<file path="src/rtl/rx_frame_buffer.sv">
// Receive-side frame FIFO: captures deserialized frames on complete edges.
// Optional RXBUF_FRAME_MASK_EN zeroes bits at and above framesize.
module rx_frame_buffer #(
  parameter int WIDTH  = 64,
  parameter int DEPTH  = 4,
  parameter int ADDR_W = 2
) (
  input  logic              Clock,
  input  logic              Reset,
  input  logic              Enable,
  input  logic              complete,
  input  logic [WIDTH-1:0]  parallel,
  input  logic [WIDTH-1:0]  framesize,
  output logic [WIDTH-1:0]  data_out,
  output logic              data_valid,
  input  logic              data_ready,
  output logic [ADDR_W:0]   count,
  output logic              full,
  output logic              empty,
  output logic              overflow,
  input  logic              clear_overflow
);

  localparam logic [ADDR_W:0] FULL_CNT = (ADDR_W+1)'(DEPTH);

  logic [WIDTH-1:0]  mem [DEPTH];
  logic [ADDR_W-1:0] wr_ptr;
  logic [ADDR_W-1:0] rd_ptr;
  logic              complete_d;
  logic              cap;
  logic              pop;
  logic              wr;
  logic              drop;
  logic [WIDTH-1:0]  word;

`ifdef RXBUF_FRAME_MASK_EN
  always_comb begin
    word = parallel;
    if (framesize != '0 && framesize < WIDTH'(WIDTH))
      word = parallel & ~({WIDTH{1'b1}} << framesize);
  end
`else
  logic unused_framesize;
  assign unused_framesize = ^framesize;
  assign word = parallel;
`endif

  assign full       = (count == FULL_CNT);
  assign empty      = (count == '0);
  assign data_valid = ~empty;
  assign data_out   = empty ? '0 : mem[rd_ptr];

  // A full FIFO still accepts a frame when the head leaves in the same cycle
  assign cap  = complete & ~complete_d & Enable;
  assign pop  = data_valid & data_ready;
  assign wr   = cap & (~full | pop);
  assign drop = cap & full & ~pop;

  always_ff @(posedge Clock or negedge Reset) begin
    if (!Reset) begin
      wr_ptr     <= '0;
      rd_ptr     <= '0;
      count      <= '0;
      complete_d <= 1'b0;
      overflow   <= 1'b0;
    end else begin
      complete_d <= complete;
      if (wr)
        wr_ptr <= wr_ptr + ADDR_W'(1);
      if (pop)
        rd_ptr <= rd_ptr + ADDR_W'(1);
      if (wr && !pop)
        count <= count + (ADDR_W+1)'(1);
      else if (pop && !wr)
        count <= count - (ADDR_W+1)'(1);
      if (drop)
        overflow <= 1'b1;
      else if (clear_overflow)
        overflow <= 1'b0;
    end
  end

  always_ff @(posedge Clock) begin
    if (wr)
      mem[wr_ptr] <= word;
  end

endmodule

</file>
<file path="config.mk">
export PLATFORM = sky130hd
export DESIGN_NAME = rx_frame_buffer
export DESIGN_NICKNAME = d
export VERILOG_FILES = /design/src/rtl/rx_frame_buffer.sv
export SDC_FILE = /design/constraint.sdc
export NUM_CORES = 1
export LEC_CHECK = 0
export BUFFER_PORTS_ARGS = -buffer_cell sky130_fd_sc_hd__buf_2
export CELL_PAD_IN_SITES_DETAIL_PLACEMENT = 1
export CELL_PAD_IN_SITES_GLOBAL_PLACEMENT = 1
export CORE_AREA = 10 10 192 194
export DETAILED_ROUTE_END_ITERATION = 6
export DIE_AREA = 0 0 202 204
export MAX_ROUTING_LAYER = met4
export PLACE_DENSITY_LB_ADDON = 0.1
export SLEW_MARGIN = 40
export SYNTH_ARGS = -nofsm -noshare
export SYNTH_HDL_FRONTEND = slang
export SYNTH_SLANG_ARGS = --single-unit
</file>
<file path="constraint.sdc">
create_clock -name Clock -period 4.78 [get_ports Clock]
set_clock_uncertainty 0.05 [all_clocks]
set_input_delay 0.478 -clock Clock [delete_from_list [all_inputs] [get_ports Clock]]
set_output_delay 0.478 -clock Clock [all_outputs]
set_load 0.1 [all_outputs]
</file>
==> results of run 1 <==
==> routing by layer <==
metal  global-route usage  part of all wire  wire length, µm  up-vias
li1                     -                 -                -     2159
met1                0.135              0.43             9800     2550
met2                0.191              0.50            11600      114
met3               0.0295             0.052             1210       32
met4               0.0268             0.020              467        0
met5                    -                 0                0        -
==> worst paths after layout <==
check	from	end	slack [ns]	cells past startpoint
setup / recovery	rd_ptr[0]$_DFFE_PN0N_	data_out[2]	1.42	4
min in group asynchronous	Reset	complete_d$_DFF_PN0_	0.37	2
hold / removal	clear_overflow	overflow$_DFFE_PN0P_	0.08	2
setup reg to reg	count[0]$_DFFE_PN0P_	mem[2][44]$_DFFE_PP_	1.96	6
hold reg to reg	count[2]$_DFFE_PN0P_	count[2]$_DFFE_PN0P_	0.48	1
max in group asynchronous	Reset	rd_ptr[1]$_DFFE_PN0N_	4.08	2
==> synth_stat cells (all sizes together) <==
master	n	area share
a21oi	1	0.00049
mux2	2	0.0022
dfrtp	9	0.022
clkbuf	8	0.0030
o32ai	1	0.00086
ha	5	0.0062
or3	1	0.00062
nand2	2	0.00074
fa	1	0.0020
xnor2	4	0.0035
mux4	64	0.14
inv	7	0.0026
xor2	2	0.0017
and2	68	0.042
nand3b	1	0.00074
nand3	1	0.00049
nor2	2	0.00074
buf	13	0.010
edfxtp	256	0.76
==> flip-flops by register name, indices dropped and copies added, names as in the netlist <==
register / cells
overflow: 1
complete_d: 1
count: 3
mem: 256
wr_ptr: 2
rd_ptr: 2
==> final cells by class <==
| class | instances | area (µm²) | share of cell area |
|---|---|---|---|
| Clock buffer | 36 | 795 | 0.0637 |
| Timing Repair Buffer | 155 | 881 | 0.0707 |
| Inverter | 7 | 26.3 | 0.00211 |
| Clock inverter | 19 | 186 | 0.0150 |
| Multi-Input combinational cell | 155 | 2080 | 0.167 |
| Antenna cell | 5 | 12.5 | 0.00100 |
| Sequential cell | 265 | 7920 | 0.635 |
| Tap cell | 448 | 561 | 0.0450 |
==> logic make-up (layout without fill, tap and decap cells) <==
| family | after synthesis | count (layout) | synth area share |
|---|---|---|---|
| DFF | 265 | 265 | 0.780 |
| and+or+nand+nor | 75 | 75 | 0.0453 |
| muxes | 66 | 66 | 0.144 |
| buffers and inverters | 28 | 217 | 0.0155 |
| adders and majority gates | 6 | 6 | 0.00814 |
| xor gates and xnor gates | 6 | 6 | 0.00518 |
| AOI/OAI and AO/OA | 2 | 2 | 0.00136 |
| other | 0 | 5 | 0 |
==> through the flow <==
step / cells / setup WS (ns)
floorplan: 448 / 0.610
global placement: 1024 / 1.77
detailed placement: 1028 / 1.83
CTS: 1085 / 1.27
global route: 1090 / 1.17
finish: 1090 / 1.42
==> worst max-delay path: cells and delay by family (launching register included) <==
family                 cells  cell delay (ns)
buffers and inverters      2             0.69
muxes                      1             0.54
and+or+nand+nor            1             0.19
DFF                        1             0.81
==> repair_timing <==
item	in CTS	in global routing
buffers inserted	0	0
hold buffers	2	0
endpoints found under the hold margin	10	0
==> run metrics, run 1 <==
Ys Warns 0; antenna viol nets, final 0; Post-route DRC 0; Startpoint Class flip-flop; Seq/Total Area, Yosys 0.780; largest net degree at the start of global routing 44; clock root buffer master clkbuf_16; relative slew slack 0.499; WL/cell 21.1 µm; crit path max fanout 39; most frequent cells in the layout edfxtp_1, buf_2, mux4_2, and2_1, clkbuf_16; CP Capture Type output port; RePlAce Congestion 0.659; WHS 0.0802 ns; DIE HEIGHT 204 µm; Clk pin slew, worst setup/hold paths 0.06 ns; Placed Area 0.0115 mm²; Die W 202 µm; H-tree levels 1; Synth Instances 448; Util after Layout 0.376; vias in the first global route 5,620; drt first pass iters 4; number of synthesized register bits 265; final hold violations 0; measured slew at the worst slew-check pin 0.752 ns; CP Class flip-flop to output port; Post-DP HPWL 14.1 mm; fillers 3,242; max-cap check violation count 0; io pins 205; total track usage 0.114; peak per-stage delay on the critical path 0.81 ns; most common cell after layout, fill and taps aside edfxtp_1; row cnt 67; final instance area 0.0125 mm²; Mean Syn Cell Area 22.6 µm²; Setup Viol. Count Final 0; cts repair resizes 0; status finished, final reports clean; worst hold path type primary input to flip-flop; total clock sinks 265; Num CTS Buffers 30; Detailed Route WL 23.0 mm; critical path arrival 2.83 ns; initial antenna violation count 5; PortBufs 140; worst-skew pair later-pin latency 0.54 ns; vias post-DR 4,855; Overflow after GRT 0; Syn Std Cell Area 0.0101 mm²; Post-layout nets 754; clock tree buffer depth 3; Max Fclk 298 MHz; Mapped Nets 588; Syn-to-layout area delta 22.9%; Synth cell types 21; CTS tree built; RSZ-0062 raised after global routing false; CORE AREA 0.0331 mm²; final slew viol count 0; fin crit period 3.36 ns; Final period util 0.703; via/cell ratio 4.45; slowest CP cell dfrtp_4; drt initial violations 167; global-route wire length before repair 35.1 mm; die footprint 0.0412 mm²; Initial Utilization 0.306; worst endpoint required time 4.25 ns; Fin Setup TNS 0 ns; CP cell instances buf_12 -> mux4_2 -> and2_1 -> buf_2; layout cells sized above 1 0.422
Power of run 1 is not shown: default switching activity piles up to over one toggle a cycle in this logic, so the estimate is an artifact.
==> run 2: changes to the inputs <==
Clock period 4.78 ns to 3.5 ns, I/O delays scaled along.
==> run metrics, run 2 (synthesized netlist as in run 1, its figures left out) <==
crit path max fanout 35; total clock sinks 265; crit path launch rd_ptr[0]$_DFFE_PN0N_; post-CTS setup buffers 0; WL/cell 20.9 µm; critical path arrival 2.60 ns; most common cell after layout, fill and taps aside edfxtp_1; DIE HEIGHT 204 µm; clock tree buffer depth 3; max-cap check violation count 0; largest net degree at the start of global routing 48; CP endpoint data_out[29]; worst endpoint required time 3.10 ns; Startpoint Class flip-flop; Post-DP HPWL 14.7 mm; Top Registers mem: 256 flops, count: 3 flops; PortBufs 140; r2r setup slk 0.82 ns; die footprint 0.0412 mm²; Hold Buf Count CTS 68; Initial Utilization 0.306; worst hold path type primary input to flip-flop; clock root buffer master clkbuf_16; CTS tree built; CORE AREA 0.0331 mm²; layout cells sized above 1 0.394; Hold Crit Start data_ready; total track usage 0.121; r2r worst-path depth 8; r2r endpoint count[2]$_DFFE_PN0P_; vias in the first global route 6,120; vias post-DR 5,149; Die W 202 µm; Post-layout nets 826; final slew viol count 0; Multi-input gate area 0.00208 mm²; fillers 3,221; most frequent cells in the layout edfxtp_1, buf_2, dlygate4sd3_1, mux4_2, and2_1; Syn-to-layout area delta 30.3%; measured slew at the worst slew-check pin 0.750 ns; CP Class flip-flop to output port; relative slew slack 0.500; worst-skew pair later-pin latency 0.54 ns; Overflow after GRT 0; Clk pin slew, worst setup/hold paths 0.06 ns; RSZ-0062 raised after global routing false; Fin Setup TNS 0 ns; RePlAce Congestion 0.662; antenna viol nets, final 0; global-route wire length before repair 37.5 mm; fin crit period 3.00 ns; register area 0.00792 mm²; most flop-heavy register mem; via/cell ratio 4.44; Setup Viol. Count Final 0; Final period util 0.858; Max Fclk 333 MHz; Post-route DRC 0; io pins 205; row cnt 67; Largest register FFs 256; cts repair resizes 0; status finished, final reports clean; drt initial violations 181; initial antenna violation count 1; H-tree levels 1; CP Capture Type output port; reg2reg start count[0]$_DFFE_PN0P_; drt first pass iters 4; Detailed Route WL 24.3 mm; final hold violations 0; Num CTS Buffers 31
## run 2: critical path, cell delays in order (launching register included)
cell and delay (ns):
dfrtp_4 0.63, buf_12 0.35, mux4_2 0.56, and2_1 0.19
buf_2 0.29
## run 2: area by class of cell
| class | instances | area share |
|---|---|---|
| Sequential cell | 265 | 0.599 |
| Multi-Input combinational cell | 155 | 0.158 |
| Timing Repair Buffer | 226 | 0.121 |
| Clock buffer | 38 | 0.0637 |
| Tap cell | 448 | 0.0424 |
| Clock inverter | 20 | 0.0135 |
| Inverter | 7 | 0.00199 |
| Antenna cell | 1 | 0.000189 |
## run 2: how the worst min path moves through the flow
stage	to	slack, ns	cells past startpoint
after global placement	wr_ptr[0]$_DFFE_PN0P_	0.17	1
after CTS	rd_ptr[1]$_DFFE_PN0N_	0.06	3
after detailed placement	wr_ptr[0]$_DFFE_PN0P_	0.17	1
after global routing	rd_ptr[0]$_DFFE_PN0N_	0.10	3
final	rd_ptr[1]$_DFFE_PN0N_	0.08	3
after floorplan	complete_d$_DFF_PN0_	0.004	0
## run 2: routing by layer
metal | part of all wire | global-route usage
met4 | 0.020 | 0.0277
met2 | 0.50 | 0.203
met3 | 0.041 | 0.0257
met1 | 0.44 | 0.146
met5 | 0 | -
## run 2: through the flow
stage	setup WS (ns)	util	cell area [µm²]	std cells	hold WS [ns]
5_1_grt	0.348	0.399	13200	1160	0.102
6_report	0.498	0.399	13200	1160	0.0797
4_1_cts	0.394	0.399	13200	1159	0.0614
3_5_place_dp	0.797	0.348	11500	1033	0.174
3_3_place_gp	0.843	0.348	11500	1033	0.173
2_1_floorplan	0.0117	-	10100	448	0.00441
Power of run 2 is left out for the same reason.
